File: src/rtl/uart_regs_pkg.sv
// Shared constants for the 16550-style host register file: register
// addresses, IIR codes and bit positions inside LCR, LSR and IER.
package uart_regs_pkg;

  // Host register addresses
  localparam logic [2:0] ADDR_RBR_THR = 3'd0;
  localparam logic [2:0] ADDR_IER     = 3'd1;
  localparam logic [2:0] ADDR_IIR_FCR = 3'd2;
  localparam logic [2:0] ADDR_LCR     = 3'd3;
  localparam logic [2:0] ADDR_MCR     = 3'd4;
  localparam logic [2:0] ADDR_LSR     = 3'd5;
  localparam logic [2:0] ADDR_MSR     = 3'd6;
  localparam logic [2:0] ADDR_SCR     = 3'd7;

  // Interrupt identification codes
  localparam logic [7:0] IIR_NONE = 8'h01;
  localparam logic [7:0] IIR_THRE = 8'h02;
  localparam logic [7:0] IIR_RDA  = 8'h04;
  localparam logic [7:0] IIR_RLS  = 8'h06;

  // LCR bit positions
  localparam int LCR_WLS0 = 0;
  localparam int LCR_WLS1 = 1;
  localparam int LCR_STB  = 2;
  localparam int LCR_PEN  = 3;
  localparam int LCR_EPS  = 4;
  localparam int LCR_DLAB = 7;

  // LSR bit positions
  localparam int LSR_DR   = 0;
  localparam int LSR_OE   = 1;
  localparam int LSR_PE   = 2;
  localparam int LSR_FE   = 3;
  localparam int LSR_BI   = 4;
  localparam int LSR_THRE = 5;
  localparam int LSR_TEMT = 6;
  localparam int LSR_ERR  = 7;

  // IER bit positions
  localparam int IER_RDA  = 0;
  localparam int IER_THRE = 1;
  localparam int IER_RLS  = 2;

  // Index of each line error inside the 3-bit sticky error vector
  localparam int ERR_OE = 0;
  localparam int ERR_PE = 1;
  localparam int ERR_FE = 2;

  // Word length encoded in LCR[1:0] is 5..8 data bits
  function automatic logic [3:0] lcr_data_bits(input logic [1:0] wls);
    return 4'd5 + {2'b00, wls};
  endfunction

  // Assemble the line status register from live and sticky flags
  function automatic logic [7:0] build_lsr(input logic rx_rdy, input logic tx_rdy,
                                           input logic [2:0] sticky);
    logic [7:0] v;
    v           = 8'h00;
    v[LSR_DR]   = rx_rdy;
    v[LSR_OE]   = sticky[ERR_OE];
    v[LSR_PE]   = sticky[ERR_PE];
    v[LSR_FE]   = sticky[ERR_FE];
    v[LSR_BI]   = 1'b0;
    v[LSR_THRE] = tx_rdy;
    v[LSR_TEMT] = tx_rdy;
    v[LSR_ERR]  = sticky[ERR_PE] | sticky[ERR_FE];
    return v;
  endfunction

endpackage

File: src/rtl/uart_regs_if.sv
// Host-side register bus: chip select, strobes, address and data.
interface uart_regs_if;
  logic       cs;
  logic       we;
  logic       re;
  logic [2:0] addr;
  logic [7:0] wdata;
  logic [7:0] rdata;

  modport master (output cs, we, re, addr, wdata, input rdata);
  modport slave  (input cs, we, re, addr, wdata, output rdata);
endinterface

File: src/rtl/uart_int_ctrl.sv
// Interrupt controller: sticky line-error bits, THRE pending flag,
// IIR priority encoding and the registered interrupt request.
module uart_int_ctrl
  import uart_regs_pkg::*;
(
  input  logic       clk,
  input  logic       rst_n,
  input  logic [2:0] ier,
  input  logic       tx_ready,
  input  logic       rx_ready,
  input  logic [2:0] err_in,
  input  logic       lsr_rd,
  input  logic       iir_rd,
  input  logic       thr_wr,
  input  logic       ier_thre_set,
  output logic [2:0] sticky,
  output logic [7:0] iir,
  output logic       intr
);

  logic [2:0] sticky_reg;
  logic       tx_ready_d_reg;
  logic       pending_reg;
  logic       pending_next;
  logic       thre_set;
  logic       thre_clr;
  logic       intr_reg;

  // Sticky error bits: a concurrent error input beats the clearing LSR read
  for (genvar gi = 0; gi < 3; gi++) begin : g_sticky
    always_ff @(posedge clk or negedge rst_n) begin
      if (!rst_n) sticky_reg[gi] <= 1'b0;
      else        sticky_reg[gi] <= (sticky_reg[gi] & ~lsr_rd) | err_in[gi];
    end
  end

  // THRE pending: set on tx_ready rising or IER[1] enabled while ready; set wins
  always_comb begin
    thre_set     = (tx_ready & ~tx_ready_d_reg) | (ier_thre_set & tx_ready);
    thre_clr     = thr_wr | (iir_rd & (iir == IIR_THRE));
    pending_next = thre_set | (pending_reg & ~thre_clr);
  end

  // Pending flag, tx_ready edge history and registered interrupt request
  always_ff @(posedge clk or negedge rst_n) begin
    if (!rst_n) begin
      tx_ready_d_reg <= 1'b0;
      pending_reg    <= 1'b0;
      intr_reg       <= 1'b0;
    end else begin
      tx_ready_d_reg <= tx_ready;
      pending_reg    <= pending_next;
      intr_reg       <= ~iir[0];
    end
  end

  // Priority encoder: line status, then received data, then THR empty
  always_comb begin
    iir = IIR_NONE;
    if (ier[IER_RLS] && (sticky_reg != 3'b000)) iir = IIR_RLS;
    else if (ier[IER_RDA] && rx_ready)          iir = IIR_RDA;
    else if (ier[IER_THRE] && pending_reg)      iir = IIR_THRE;
  end

  assign sticky = sticky_reg;
  assign intr   = intr_reg;

endmodule

File: src/rtl/uart_regs.sv
// 16550-compatible host register file: address decode, register storage,
// registered read mux and the TX/RX/configuration handshakes to uart_top.
module uart_regs
  import uart_regs_pkg::*;
#(
  parameter int DL_WIDTH   = 16,
  parameter int PSD_WIDTH  = 4,
  parameter int DEFAULT_DL = 651
) (
  input  logic                 clk,
  input  logic                 rst_n,
  uart_regs_if.slave           bus,
  output logic                 intr,
  output logic                 wr_en,
  output logic [7:0]           wr_data,
  input  logic                 tx_ready,
  output logic                 rd_en,
  input  logic [7:0]           rd_data,
  input  logic                 rx_ready,
  input  logic                 parity_err,
  input  logic                 framing_err,
  input  logic                 overrun_err,
  output logic [1:0]           stop_bits,
  output logic                 parity_en,
  output logic                 parity_even,
  output logic [3:0]           data_bits,
  output logic [DL_WIDTH-1:0]  divisor_latch,
  output logic [PSD_WIDTH-1:0] psd,
  output logic                 new_baud
);

  localparam int DLM_W = DL_WIDTH - 8;

  logic [2:0]           ier_reg;
  logic [7:0]           lcr_reg;
  logic [7:0]           mcr_reg;
  logic [7:0]           scr_reg;
  logic [DL_WIDTH-1:0]  dl_reg;
  logic [PSD_WIDTH-1:0] psd_reg;
  logic [7:0]           rdata_reg;
  logic                 boot_reg;
  logic                 new_baud_reg;

  logic       wr, rd, dlab;
  logic       thr_wr, rbr_rd, ier_wr, lcr_wr, mcr_wr, scr_wr;
  logic       dll_wr, dlm_wr, psd_wr, lsr_rd, iir_rd;
  logic       ier_thre_set;
  logic [2:0] sticky;
  logic [7:0] iir;
  logic [7:0] lsr;
  logic [7:0] rd_mux;

  // Address decode; DLAB remaps addresses 0, 1 and 5 onto the baud registers
  always_comb begin
    wr     = bus.cs & bus.we;
    rd     = bus.cs & bus.re;
    dlab   = lcr_reg[LCR_DLAB];
    thr_wr = wr & (bus.addr == ADDR_RBR_THR) & ~dlab;
    rbr_rd = rd & (bus.addr == ADDR_RBR_THR) & ~dlab;
    dll_wr = wr & (bus.addr == ADDR_RBR_THR) &  dlab;
    ier_wr = wr & (bus.addr == ADDR_IER)     & ~dlab;
    dlm_wr = wr & (bus.addr == ADDR_IER)     &  dlab;
    lcr_wr = wr & (bus.addr == ADDR_LCR);
    mcr_wr = wr & (bus.addr == ADDR_MCR);
    psd_wr = wr & (bus.addr == ADDR_LSR)     &  dlab;
    lsr_rd = rd & (bus.addr == ADDR_LSR)     & ~dlab;
    scr_wr = wr & (bus.addr == ADDR_SCR);
    iir_rd = rd & (bus.addr == ADDR_IIR_FCR);
    ier_thre_set = ier_wr & bus.wdata[IER_THRE] & ~ier_reg[IER_THRE];
  end

  // Handshakes to uart_top are combinational and suppressed during reset
  assign wr_en   = rst_n & thr_wr & tx_ready;
  assign rd_en   = rst_n & rbr_rd & rx_ready;
  assign wr_data = bus.wdata;

  // Host-writable storage and the baud-reload pulse
  always_ff @(posedge clk or negedge rst_n) begin
    if (!rst_n) begin
      ier_reg      <= 3'b000;
      lcr_reg      <= 8'h03;
      mcr_reg      <= 8'h00;
      scr_reg      <= 8'h00;
      dl_reg       <= DL_WIDTH'(DEFAULT_DL);
      psd_reg      <= '0;
      boot_reg     <= 1'b0;
      new_baud_reg <= 1'b0;
    end else begin
      if (ier_wr) ier_reg <= bus.wdata[2:0];
      if (lcr_wr) lcr_reg <= bus.wdata;
      if (mcr_wr) mcr_reg <= bus.wdata;
      if (scr_wr) scr_reg <= bus.wdata;
      if (dll_wr) dl_reg[7:0] <= bus.wdata;
      if (dlm_wr) dl_reg[DL_WIDTH-1:8] <= DLM_W'(bus.wdata);
      if (psd_wr) psd_reg <= PSD_WIDTH'(bus.wdata);
      boot_reg     <= 1'b1;
      new_baud_reg <= ~boot_reg | dll_wr | dlm_wr | psd_wr;
    end
  end

  // Read multiplexer feeding the registered read data
  always_comb begin
    rd_mux = 8'h00;
    case (bus.addr)
      ADDR_RBR_THR: rd_mux = dlab ? dl_reg[7:0] : (rx_ready ? rd_data : 8'h00);
      ADDR_IER:     rd_mux = dlab ? 8'(dl_reg[DL_WIDTH-1:8]) : {5'b00000, ier_reg};
      ADDR_IIR_FCR: rd_mux = iir;
      ADDR_LCR:     rd_mux = lcr_reg;
      ADDR_MCR:     rd_mux = mcr_reg;
      ADDR_LSR:     rd_mux = dlab ? 8'(psd_reg) : lsr;
      ADDR_MSR:     rd_mux = 8'h00;
      ADDR_SCR:     rd_mux = scr_reg;
      default:      rd_mux = 8'h00;
    endcase
  end

  // Read data is captured on the read edge and held until the next read
  always_ff @(posedge clk or negedge rst_n) begin
    if (!rst_n)  rdata_reg <= 8'h00;
    else if (rd) rdata_reg <= rd_mux;
  end

  assign lsr = build_lsr(rx_ready, tx_ready, sticky);

  uart_int_ctrl u_int_ctrl (
    .clk          (clk),
    .rst_n        (rst_n),
    .ier          (ier_reg),
    .tx_ready     (tx_ready),
    .rx_ready     (rx_ready),
    .err_in       ({framing_err, parity_err, overrun_err}),
    .lsr_rd       (lsr_rd),
    .iir_rd       (iir_rd),
    .thr_wr       (thr_wr),
    .ier_thre_set (ier_thre_set),
    .sticky       (sticky),
    .iir          (iir),
    .intr         (intr)
  );

  assign bus.rdata     = rdata_reg;
  assign data_bits     = lcr_data_bits(lcr_reg[LCR_WLS1:LCR_WLS0]);
  assign stop_bits     = lcr_reg[LCR_STB] ? 2'd2 : 2'd1;
  assign parity_en     = lcr_reg[LCR_PEN];
  assign parity_even   = lcr_reg[LCR_EPS];
  assign divisor_latch = dl_reg;
  assign psd           = psd_reg;
  assign new_baud      = new_baud_reg;

endmodule

File: src/flat_wrapper.sv
// flat-port wrapper written by rule: the top's interface ports become plain ports
module uart_regs_flat import uart_regs_pkg::*;
#(
  parameter int DL_WIDTH   = 16,
  parameter int PSD_WIDTH  = 4,
  parameter int DEFAULT_DL = 651
)
  (clk, rst_n, intr, wr_en, wr_data, tx_ready, rd_en, rd_data, rx_ready, parity_err, framing_err, overrun_err, stop_bits, parity_en, parity_even, data_bits, divisor_latch, psd, new_baud, bus_cs, bus_we, bus_re, bus_addr, bus_wdata, bus_rdata);
  uart_regs_if bus_i ();
  input  logic clk;
  input  logic rst_n;
  output logic intr;
  output logic wr_en;
  output logic [7:0] wr_data;
  input  logic tx_ready;
  output logic rd_en;
  input  logic [7:0] rd_data;
  input  logic rx_ready;
  input  logic parity_err;
  input  logic framing_err;
  input  logic overrun_err;
  output logic [1:0] stop_bits;
  output logic parity_en;
  output logic parity_even;
  output logic [3:0] data_bits;
  output logic [DL_WIDTH-1:0] divisor_latch;
  output logic [PSD_WIDTH-1:0] psd;
  output logic new_baud;
  input wire logic [$bits(bus_i.cs)-1:0] bus_cs;
  input wire logic [$bits(bus_i.we)-1:0] bus_we;
  input wire logic [$bits(bus_i.re)-1:0] bus_re;
  input wire logic [$bits(bus_i.addr)-1:0] bus_addr;
  input wire logic [$bits(bus_i.wdata)-1:0] bus_wdata;
  output wire logic [$bits(bus_i.rdata)-1:0] bus_rdata;
  assign bus_i.cs = bus_cs;
  assign bus_i.we = bus_we;
  assign bus_i.re = bus_re;
  assign bus_i.addr = bus_addr;
  assign bus_i.wdata = bus_wdata;
  assign bus_rdata = bus_i.rdata;
  uart_regs #(.DL_WIDTH(DL_WIDTH), .PSD_WIDTH(PSD_WIDTH), .DEFAULT_DL(DEFAULT_DL)) u_core (.clk(clk), .rst_n(rst_n), .bus(bus_i), .intr(intr), .wr_en(wr_en), .wr_data(wr_data), .tx_ready(tx_ready), .rd_en(rd_en), .rd_data(rd_data), .rx_ready(rx_ready), .parity_err(parity_err), .framing_err(framing_err), .overrun_err(overrun_err), .stop_bits(stop_bits), .parity_en(parity_en), .parity_even(parity_even), .data_bits(data_bits), .divisor_latch(divisor_latch), .psd(psd), .new_baud(new_baud));
endmodule
File: config.mk
export PLATFORM = sky130hd
export DESIGN_NAME = uart_regs_flat
export DESIGN_NICKNAME = d
export VERILOG_FILES = /design/src/rtl/uart_regs_pkg.sv /design/src/rtl/uart_regs_if.sv /design/src/rtl/uart_int_ctrl.sv /design/src/rtl/uart_regs.sv /design/src/flat_wrapper.sv
export SDC_FILE = /design/constraint.sdc
export NUM_CORES = 1
export LEC_CHECK = 0
export ABC_AREA = 0
export ABC_CLOCK_PERIOD_IN_PS = 1390
export BUFFER_PORTS_ARGS = -buffer_cell sky130_fd_sc_hd__clkbuf_2
export CAP_MARGIN = 0
export CORE_UTILIZATION = 48
export CTS_CLUSTER_DIAMETER = 40
export DETAILED_ROUTE_END_ITERATION = 8
export GPL_TIMING_DRIVEN = 0
export PLACE_DENSITY_LB_ADDON = 0.12
export SYNTH_ARGS = -nofsm -noshare
export SYNTH_HDL_FRONTEND = slang
export SYNTH_SLANG_ARGS = --single-unit
File: constraint.sdc
create_clock -name clk -period 1.39 [get_ports clk]
set_clock_uncertainty 0.1 [all_clocks]
set_input_delay 0.139 -clock clk [delete_from_list [all_inputs] [get_ports clk]]
set_output_delay 0.139 -clock clk [all_outputs]
set_load 0.03 [all_outputs]
==> impl_metrics.tcl <==
set metrics [dict create \
    p_sw_frac 0.349 \
    clkLatencyLatePin_ns 0.34 \
    layout_common_cells "clkbuf_2, dfrtp_1, mux2_2, buf_4, mux2_4" \
    setup_slack_ns -0.282 \
    syn_to_final_growth_pct 43.1 \
    crit_start "u_core.lcr_reg[7]" \
    die-height_um 83.9 \
    num_vias 2695 \
    power.net_switching_uw 2250 \
    root_buffer "clkbuf_8" \
    ff2ff_setup_slack_ns -0.28 \
    worstReg2RegEnd "u_core.new_baud" \
    ant_nets 0 \
    period_share 1.20 \
    worst_pin_slew_ns 0.798 \
    io_pins 77 \
    detail_route.wl_per_cell_um 19.3 \
    synthMuxAreaShare 0.201 \
    synth_compound_area_frac 0.122 \
    ff_latch_area_sq_um 1590 \
    drt_wl_total_mm 8.92 \
    fillers 447 \
    finalHoldViolations 56 \
    vias_per_cell 5.82 \
    synth_area_per_cell_sq_um 12.0 \
    cts-buffers-inserted 9 \
    leakage_uw 0.00213 \
    seq_area_frac_synth 0.493 \
    outcome "complete, but fails checks" \
    grt-ovfl-total 0 \
    portBuffers 74 \
    dieArea_sq_um 7030 \
    p_comb_frac 0.366 \
    layout_commonest_cell "clkbuf_2" \
    dpl_worst_slack_ns -0.383 \
    grt_pass1_vias 2598 \
    yosys.area_share.xor_xnor 0 \
    synthSimpleGateAreaFrac 0.126 \
    final_area_sq_um 4600 \
    die_width_um 83.9 \
    cts_hold_buffers 4 \
    maxCapViolCount 0 \
    crit_required_ns 1.15 \
    start_util 0.501 \
    gp_congestion 0.853 \
    power_frac_seq 0.385 \
    grt_max_degree 66 \
    drt-pass1-iter-count 6 \
    synth_top_family_by_area "multiplexers" \
    fin_nets 411 \
    grt_use_total 0.272 \
    syn_area_sq_um 3220 \
    grt_pass1_wl_mm 14.3 \
    antenna_found_initial 0 \
    async_flop_share 1.00 \
    placedCellCount 419 \
    drt_iter0_drc 236 \
    final_layout_size_suffix_gt1_frac 0.598 \
    synth.distinct_cells 52 \
    final_util 0.717 \
    post_dp_cell_area_sq_um 3760 \
    rsz0062_at_grt "yes" \
    dp_hpwl_mm 5.75 \
    whs_ns -0.213 \
    reg2reg_depth 5 \
    clkPwrFrac 0.248 \
    multiInputGateArea_sq_um 1770 \
    clkSlewWorstSetupHoldPaths_ns 0.07 \
    finalPower_uw 6440 \
    ys.flop_type "dfrtp_1" \
    largest_register_ffs 16 \
    synth_cells 268 \
    worstPathArrival_ns 1.43 \
    internal-power_uw 4190 \
    vdd_drop_max_v 0.000995 \
    clock_path_buffers 2 \
    cp-end-kind "primary output" \
    synth_edf_count 0 \
    slew_violations 0 \
    crit_fanout 5 \
    ys_seq_elements 63 \
    setup_viol 42 \
    cts.sink_count 63 \
    cp-start-kind "register" \
    core_area_sq_um 6420 \
    hp-class "in -> async" \
    synthAdderAreaFrac 0.00389 \
    stdcell_count 463 \
    power.density_nw_per_um2 1400 \
    syn_nets 298 \
    n_antenna_cell 0 \
    max-slew-margin-rel 0.468 \
    fin_crit_ns 1.67 \
    max_freq_ghz 0.598 \
    htree_levels 3 \
    crit_type "reg -> out" \
    rows 29 \
    drcViolationCount 14 \
    violations "design-rule violations, negative hold slack, negative setup slack" \
    cts_tree "built" \
    yosysWarnings 0 \
    r2r_start "u_core.lcr_reg[7]" \
]
-- how the worst max path moves through the flow --
stage	cells past startpoint	endpoint
final	5	rd_en
after floorplan	5	u_core.divisor_latch[2]
after global routing	5	rd_en
after global placement	3	wr_en
after detailed placement	5	u_core.lcr_reg[4]
after CTS	5	rd_en
-- worst max-delay path, stage by stage (launching register included) --
cell and delay [ns]:
dfrtp_1 0.39, buf_6 0.14, clkbuf_16 0.14, nor2_4 0.08
and4_4 0.23, buf_8 0.12
-- synthesized netlist by cell type, types with 4 or more instances --
cell type | n | share of area
o21ai_0 | 11 | 0.017
o22ai_1 | 5 | 0.0097
mux2_2 | 45 | 0.16
buf_2 | 8 | 0.012
mux2i_1 | 14 | 0.044
nor2_1 | 10 | 0.012
a221oi_1 | 7 | 0.019
nor2b_1 | 5 | 0.0097
a21oi_1 | 4 | 0.0062
buf_4 | 11 | 0.026
nand3_1 | 4 | 0.0062
nand2_1 | 18 | 0.021
dfrtp_1 | 56 | 0.44
dfstp_2 | 7 | 0.057
inv_1 | 5 | 0.0058
nand2b_1 | 4 | 0.0078
-- logic make-up after synthesis --
group                      Yosys count
adders and majority gates            1
and+or+nand+nor                     63
muxes                               59
other                                1
DFF                                 63
buffers and inverters               28
AOI/OAI and AO/OA                   53
-- final cells by class --
type | instances | share of cell area
tap | 77 | 0.0209
multi-input combinational | 179 | 0.386
timing repair buffer | 101 | 0.161
clock inverter | 6 | 0.0131
sequential | 63 | 0.345
inverter | 5 | 0.00462
buffer | 22 | 0.0397
clock buffer | 10 | 0.0299
-- metal layers --
layer / vias up / GRT usage / wire [um]
met5: - / 0 / 0
met4: 0 / 0.136 / 242
met2: 131 / 0.392 / 4090
met3: 23 / 0.0534 / 683
li1: 1224 / - / -
met1: 1317 / 0.391 / 3910
-- power by group through the flow --
stage	clock network [uW]	logic, uW	registers, uW
floorplan	0	924	2790
global placement	0	1730	2480
detailed placement	0	1770	2490
CTS	1620	2240	2470
global route	1700	2480	2530
finish	1600	2360	2480
-- metrics by stage --
stage	hold slack, ns	setup TNS, ns
after detailed placement	0.218	-12.27
after global routing	-0.145	-8.66
final	-0.213	-6.90
after floorplan	-0.257	-0.570
after CTS	-0.132	-6.40
after global placement	0.218	-30.51
-- repair_timing --
| item | in CTS | in global routing |
|---|---|---|
| resized for setup | 66 | 25 |
| pin swaps | 19 | 16 |
| endpoints found under the setup margin | 46 | 50 |
| hold endpoints to repair | 61 | 56 |
| setup buffers | 19 | 5 |
| cloned | 3 | 0 |
Power figures use the tool's default switching activity.
